File: src/rtl/delay_scheduler.sv
// delay_scheduler: round-robin arbiter sharing one W-bit down-counter among NREQ one-shot delay requesters.
// Grant at edge E with delay D gives a done pulse after E+D+1; requesters hold req (level) until done or abort.
module delay_scheduler #(
  parameter int  NREQ = 4,
  parameter int  W    = 8,
  localparam int IW   = $clog2(NREQ)
) (
  input  logic              clk,
  input  logic              reset,
  input  logic [NREQ-1:0]   req,
  input  logic [NREQ*W-1:0] delay_in,
  input  logic              abort,
  output logic              busy,
  output logic [IW-1:0]     grant_id,
  output logic [W-1:0]      count,
  output logic [NREQ-1:0]   done,
  output logic              aborted
);

  typedef enum logic [1:0] {S_IDLE, S_COUNT, S_DONE} state_t;

  state_t          r_state, w_state_nxt;
  logic [IW-1:0]   r_gid, w_gid_nxt;
  logic [IW-1:0]   r_last, w_last_nxt;
  logic [W-1:0]    r_count, w_count_nxt;
  logic [NREQ-1:0] r_done, w_done_nxt;
  logic            r_aborted, w_aborted_nxt;

  logic [IW-1:0]   w_win;
  logic [W-1:0]    w_win_dly;
  logic            w_win_vld;

  // Search starts one past the last grant, so every held request is served within NREQ grants.
  always_comb begin
    w_win     = '0;
    w_win_dly = '0;
    w_win_vld = 1'b0;
    for (int k = 1; k <= NREQ; k++) begin
      if (!w_win_vld && req[(int'(r_last) + k) % NREQ]) begin
        w_win_vld = 1'b1;
        w_win     = IW'((int'(r_last) + k) % NREQ);
        w_win_dly = delay_in[((int'(r_last) + k) % NREQ) * W +: W];
      end
    end
  end

  always_comb begin
    w_state_nxt   = r_state;
    w_gid_nxt     = r_gid;
    w_last_nxt    = r_last;
    w_count_nxt   = r_count;
    w_done_nxt    = '0;
    w_aborted_nxt = 1'b0;
    unique case (r_state)
      S_IDLE: begin
        if (w_win_vld) begin
          w_state_nxt = S_COUNT;
          w_gid_nxt   = w_win;
          w_count_nxt = w_win_dly;
        end
      end
      S_COUNT: begin
        // Cancel outranks completion, so aborted and done can never coincide.
        if (abort || !req[r_gid]) begin
          w_state_nxt   = S_IDLE;
          w_aborted_nxt = 1'b1;
          w_last_nxt    = r_gid;
        end else if (r_count == '0) begin
          w_state_nxt        = S_DONE;
          w_done_nxt[r_gid]  = 1'b1;
        end else begin
          w_count_nxt = r_count - W'(1);
        end
      end
      S_DONE: begin
        w_state_nxt = S_IDLE;
        w_last_nxt  = r_gid;
      end
      default: begin
        w_state_nxt = S_IDLE;
      end
    endcase
  end

  always_ff @(posedge clk or negedge reset) begin
    if (!reset) begin
      r_state   <= S_IDLE;
      r_gid     <= '0;
      r_last    <= IW'(NREQ - 1);
      r_count   <= '0;
      r_done    <= '0;
      r_aborted <= 1'b0;
    end else begin
      r_state   <= w_state_nxt;
      r_gid     <= w_gid_nxt;
      r_last    <= w_last_nxt;
      r_count   <= w_count_nxt;
      r_done    <= w_done_nxt;
      r_aborted <= w_aborted_nxt;
    end
  end

  assign busy     = (r_state != S_IDLE);
  assign grant_id = r_gid;
  assign count    = r_count;
  assign done     = r_done;
  assign aborted  = r_aborted;

endmodule

File: config.mk
export PLATFORM = sky130hd
export DESIGN_NAME = delay_scheduler
export DESIGN_NICKNAME = d
export VERILOG_FILES = /design/src/rtl/delay_scheduler.sv
export SDC_FILE = /design/constraint.sdc
export NUM_CORES = 1
export LEC_CHECK = 0
export BUFFER_PORTS_ARGS = -buffer_cell sky130_fd_sc_hd__clkbuf_2
export CORE_MARGIN = 2
export CORE_UTILIZATION = 54
export DETAILED_ROUTE_END_ITERATION = 10
export PLACE_DENSITY_LB_ADDON = 0.1
export SLEW_MARGIN = 20
export SYNTH_ARGS = -nofsm -noshare
export SYNTH_HDL_FRONTEND = slang
export SYNTH_SLANG_ARGS = --single-unit
File: constraint.sdc
create_clock -name clk -period 2.3 [get_ports clk]
set_clock_uncertainty 0.1 [all_clocks]
set_input_delay 0 -clock clk [delete_from_list [all_inputs] [get_ports clk]]
set_output_delay 0 -clock clk [all_outputs]
set_load 0.01 [all_outputs]
==> results of run 1 <==
-- synthesized netlist by cell type, types with 6 or more instances --
cell / number / area (µm²)
a21oi_1: 13 / 65.1
buf_2: 11 / 55.1
dfrtp_1: 17 / 425
inv_1: 10 / 37.5
mux2_2: 7 / 78.8
mux2i_1: 29 / 290
nand2_1: 19 / 71.3
nor2_1: 14 / 52.6
nor3_1: 7 / 35.0
o211ai_1: 6 / 45.0
o21ai_0: 14 / 70.1
o22ai_1: 6 / 37.5
-- path summary, 6_finish.rpt --
kind | startpoint | end | slack [ps] | cells past startpoint
min in group asynchronous | reset | grant_id[0]$_DFFE_PN0P_ | 120 | 2
max in group asynchronous | reset | r_last[0]$_DFFE_PN1P_ | 1630 | 2
setup reg to reg | r_last[1]$_DFFE_PN1P_ | count[4]$_DFFE_PN0P_ | 140 | 7
setup / recovery | r_last[1]$_DFFE_PN1P_ | count[4]$_DFFE_PN0P_ | 140 | 7
hold / removal | delay_in[24] | count[0]$_DFFE_PN0P_ | 90 | 5
hold reg to reg | count[7]$_DFFE_PN0P_ | count[7]$_DFFE_PN0P_ | 490 | 2
-- logic make-up after synthesis --
logic type | share of synthesized area (%)
DFF | 22.1
and+or+nand+nor | 22.2
muxes | 22.3
adders and majority gates | 1.16
buffers and inverters | 6.20
AOI/OAI and AO/OA | 26.0
-- worst reg2reg max path: stages, from the launching register on --
cell and delay [ps]:
dfstp_2 640, buf_12 190, nor4b_2 70, buf_4 150
o21ai_0 350, o21a_1 170, o31ai_1 110, a221oi_2 270
-- power breakdown --
part	internal (W)	total, W	switching, W
logic	0.00104	0.00224	0.00121
clock network	0.000123	0.000255	0.000132
registers	0.000482	0.000696	0.000214
-- registers in the layout, summed over array words and instances, names as in the netlist --
signal	flops
done	4
r_last	2
grant_id	2
aborted	1
count	8
r_state	2
-- stage by stage --
| stage | area [µm²] | hold WS (ps) | util (%) |
|---|---|---|---|
| after floorplan | 2160 | -396 | - |
| final | 2600 | 85.1 | 69.4 |
| after CTS | 2590 | 82.3 | 69.2 |
| after detailed placement | 2510 | -112 | 67.2 |
| after global placement | 2510 | -111 | 67.2 |
| after global routing | 2600 | 182 | 69.4 |
-- metal layers --
metal | track usage [%] | vias up | wire (µm)
met5 | 0 | - | 0
met4 | 6.89 | 0 | 65
met3 | 0.667 | 6 | 342
met2 | 45.0 | 93 | 2700
met1 | 41.6 | 1054 | 2710
li1 | - | 1086 | -
-- timing repair --
action / CTS / global route
endpoints found under the hold margin: 21 / 0
buffers inserted: 1 / 0
hold buffers: 2 / 0
endpoints found under the setup margin: 3 / 4
gates resized for setup: 0 / 2
-- layout make-up --
type,count,share of cell area [%]
well taps,48,2.31
flip-flops and latches,19,18.4
multi-input cells,203,59.8
repair buffers,71,16.0
clock inverters,1,0.289
clock buffers,3,1.59
inverters,11,1.59
==> impl_metrics.tcl, run 1 <==
set metrics [dict create \
    status "completed" \
    cts_buffer_depth 2 \
    hp-class "input pin to flop" \
    cp.required_ps 2380 \
    setup_viol 0 \
    synth_edf_count 0 \
    dp_cells 349 \
    leakagePower_nw 1.19 \
    port_buffers 54 \
    worstMarginPinSlew_ps 497 \
    num_io_pins 55 \
    grt_pass1_vias 2038 \
    postRouteAntennaNets 0 \
    drtIter0Drc 126 \
    place_congestion 0.865 \
    clock_sinks 19 \
    drv_cap 0 \
    cpLargestDelayFamily "compound AO/OA/AOI/OAI gates" \
    cp_max_fo 20 \
    antenna_found_initial 0 \
    htreeDepth 1 \
    totalPowerFinal_w 0.00319 \
    fp-row-count 22 \
    cts_root_buf "clkbuf_8" \
    post-route-min-period_ps 2160 \
    die_w_um 67.2 \
    coreArea_mm2 0.00374 \
    drive_above_1_share_pct 33.8 \
    ir_drop_mv 0.582 \
    crit_buf_inv 2 \
    die_area_mm2 0.00452 \
    layoutNonFillerInstCount 356 \
    fin_nets 350 \
    syn-mean-instance-area_um2 8.64 \
    syn_inst 250 \
    synth-main-ff-cell "dfrtp_1" \
    slowest_stage "dfstp_2" \
    max-slew-margin-rel_pct 66.9 \
    clk_pin_slew_ps 80 \
    wl_per_cell_um 16.3 \
    setup_ws_ps 142 \
    gr-total-overflow 0 \
    vias 2239 \
    power_per_cell_area_mw_per_mm2 1230 \
    yosys_warnings 0 \
    grt_use_total_pct 28.0 \
    seq_area_um2 478 \
    vias_per_cell 6.29 \
    routed_wl_mm 5.81 \
    synthArstFlopShare_pct 100 \
    period_share_pct 93.8 \
    diodes 0 \
    firstDrtPassIters 5 \
    worstPathCellList "buf_12, nor4b_2, buf_4, o21ai_0, o21a_1, o31ai_1, a221oi_2" \
    final_cell_mix "54 x clkbuf_2, 29 x mux2i_1, 19 x nand2_1" \
    endpoint_kind "flop" \
    setup_tns_ps 0 \
    grt_setup_unrepaired "false" \
    grt_max_degree 21 \
    insertion_delay_ps 270 \
    syn_area_mm2 0.00216 \
    area_growth_pct 20.3 \
    netlist-cell-type-count 60 \
    fill_cells 327 \
    syn-num-nets 291 \
    hold_viol 0 \
    startpoint_type "flop" \
    die_h_um 67.2 \
    layout_commonest_cell "clkbuf_2" \
    cts_tree "yes" \
    start_util_pct 57.7 \
    synth-seq-cells 19 \
    multiInputGateArea_mm2 0.00156 \
    cts_buffers 3 \
    criticalPathCategory "flop to flop" \
    pre_cts_slack_ps -31.0 \
    ys_seq_area_share_pct 22.1 \
    fmax_ghz 0.463 \
    worstPathArrival_ps 2230 \
    dpl.hpwl_mm 4.57 \
    cp_slowest_stage_delay_ps 640 \
    slew_viol_final 0 \
    remaining_drc_errors 0 \
    grt_pass1_wl_mm 9.78 \
]
Power figures use the tool's default switching activity.
==> run 2, diff against run 1 <==
--- a/config.mk
+++ b/config.mk
@@ -6,9 +6,9 @@
 export NUM_CORES = 1
 export LEC_CHECK = 0
 export BUFFER_PORTS_ARGS = -buffer_cell sky130_fd_sc_hd__clkbuf_2
-export CORE_MARGIN = 2
 export CORE_UTILIZATION = 54
 export DETAILED_ROUTE_END_ITERATION = 10
+export GPL_ROUTABILITY_DRIVEN = 1
 export PLACE_DENSITY_LB_ADDON = 0.1
 export SLEW_MARGIN = 20
 export SYNTH_ARGS = -nofsm -noshare
==> constraint.sdc (replaced) <==
create_clock -name clk -period 2.3 [get_ports clk]
set_clock_uncertainty 0.1 [all_clocks]
set_input_delay 0.345 -clock clk [delete_from_list [all_inputs] [get_ports clk]]
set_output_delay 0.345 -clock clk [all_outputs]
set_load 0.01 [all_outputs]
==> run 2 against run 1 <==
Effect of this change: register-to-register slack worse by 60 ps; worst setup slack worse by 55 ps; first-iteration DRC count up 29%; via count decreased by 0.80%; critical path depth is the same; sequential share of layout area rose by 0.082 points; utilization grew 0.23 points; final cell count is 0.84% lower; clock power fell by 4%; global-route usage rose by 0.35 points; maximum frequency decreased by 2.5%; largest cell class unchanged; highest routed layer unchanged.
==> impl_metrics.tcl, run 2 (same netlist as run 1, synthesis figures left out) <==
set metrics [dict create \
    grt_pass1_wl_mm 9.39 \
    fmax_ghz 0.452 \
    grt_use_total_pct 28.4 \
    cts_tree "yes" \
    crit_path_start "count[0]$_DFFE_PN0P_" \
    layout_commonest_cell "clkbuf_2" \
    power_frac_seq_pct 21.7 \
    totalPowerFinal_w 0.00324 \
    cp_max_fo 6 \
    worstPathArrival_ps 2270 \
    status "completed" \
    dp_cells 347 \
    fill_cells 348 \
    r2r_start "count[0]$_DFFE_PN0P_" \
    largest_reg_flops 8 \
    hp-start "abort" \
    firstDrtPassIters 4 \
    r2r_cells 7 \
    cts_root_buf "clkbuf_8" \
    remaining_drc_errors 0 \
    power_frac_comb_pct 70.8 \
    wl_per_cell_um 16.5 \
    drtIter0Drc 162 \
    crit_buf_inv 1 \
    hold_viol 0 \
    routed_wl_mm 5.83 \
    ir_drop_mv 0.593 \
    slowest_stage "or4b_4" \
    drv_cap 0 \
    start_util_pct 57.7 \
    endpoint_kind "flop" \
    p_sw_w 0.00158 \
    fin_nets 347 \
    cts_buffers 3 \
    coreArea_mm2 0.00374 \
    drive_above_1_share_pct 34.4 \
    cp.required_ps 2360 \
    cpLargestDelayFamily "simple AND/OR/NAND/NOR gates" \
    ff2ff_setup_slack_ps 90 \
    hold_end "aborted$_DFF_PN0_" \
    p_sw_share_pct 48.9 \
    place_congestion 0.868 \
    area_growth_pct 20.7 \
    diodes 0 \
    startpoint_type "flop" \
    period_share_pct 96.2 \
    fp-row-count 22 \
    final_area_mm2 0.00261 \
    r2r-end "count[3]$_DFFE_PN0P_" \
    die_w_um 65.2 \
    gr-total-overflow 0 \
    dpl_cell_area_mm2 0.00250 \
    hp-class "input pin to flop" \
    grt_max_degree 27 \
    pre_cts_slack_ps -58.8 \
    die_h_um 65.2 \
    criticalPathCategory "flop to flop" \
    htreeDepth 1 \
    clock_sinks 19 \
    cts_buffer_depth 2 \
    clk_pin_slew_ps 80 \
    hold_depth 3 \
    port_buffers 54 \
    power_per_cell_area_mw_per_mm2 1240 \
    layoutNonFillerInstCount 353 \
    worstMarginPinSlew_ps 483 \
    grt_pass1_vias 1969 \
    timing.hold.ws_ps 270 \
    post-route-min-period_ps 2210 \
    clkPwrFrac_pct 7.6 \
    vias 2221 \
    worstPathCellList "inv_1, ha_1, or4b_4, o21ai_2, nor2_1, and4_1, a211oi_2" \
    internal_power_w 0.00166 \
    dpl.hpwl_mm 4.47 \
    num_io_pins 55 \
    insertion_delay_ps 260 \
    postRouteAntennaNets 0 \
    leakagePower_nw 1.19 \
    die_area_mm2 0.00426 \
    vias_per_cell 6.29 \
    cp_slowest_stage_delay_ps 480 \
    setup_viol 0 \
    max-slew-margin-rel_pct 67.8 \
    antenna_found_initial 0 \
    final_cell_mix "54 x clkbuf_2, 29 x mux2i_1, 19 x nand2_1" \
    slew_viol_final 0 \
    setup_ws_ps 86.8 \
]
## run 2: tightest hold or removal path: stages
cell	delay, ps
clkbuf_2	80
inv_1	90
a21oi_2	80
## run 2: cell type report
class,instances,area (µm²),share of cell area [%]
Multi-Input combinational cell,203,1590,60.8
Sequential cell,19,482,18.5
Timing Repair Buffer,68,390,15.0
Tap cell,48,60.1,2.30
Clock buffer,3,41.3,1.58
Inverter,11,41.3,1.58
Clock inverter,1,7.51,0.288
## run 2: through the flow
step	TNS (ps)	utilization (%)
6_report	0	69.7
5_1_grt	-13.3	69.7
4_1_cts	0	68.5
3_5_place_dp	-105	66.8
3_3_place_gp	-52.0	66.8
2_1_floorplan	0	-
## run 2: timing repair
item                                    in CTS  in global routing
gates resized for setup                      0                  8
hold buffers                                 1                  0
endpoints found under the setup margin       3                  8
setup buffers                                1                  0
hold endpoints to repair                    17                  0
pin swaps                                    0                  1
## run 2: power groups by stage
stage | registers, W | logic (W) | clock network (W)
after floorplan | 0.000643 | 0.00162 | 0
after global placement | 0.000688 | 0.00215 | 0
after detailed placement | 0.000695 | 0.00217 | 0
after CTS | 0.000688 | 0.00221 | 0.000246
after global routing | 0.000725 | 0.00249 | 0.000257
final | 0.000702 | 0.00229 | 0.000245
## run 2: per-layer routing
layer,track usage (%),routed length (µm)
met5,0,0
met1,41.1,2700
met3,2.26,339
met2,44.3,2690
met4,8.97,95
## run 2: worst max-delay path by stage
stage | slack, ps | to | depth (start not counted)
2_1_floorplan | 270 | count[3]$_DFFE_PN0P_ | 8
3_3_place_gp | -30 | count[1]$_DFFE_PN0P_ | 8
3_5_place_dp | -60 | count[3]$_DFFE_PN0P_ | 8
4_1_cts | 40 | count[3]$_DFFE_PN0P_ | 7
5_1_grt | -10 | count[3]$_DFFE_PN0P_ | 6
6_report | 90 | count[3]$_DFFE_PN0P_ | 7
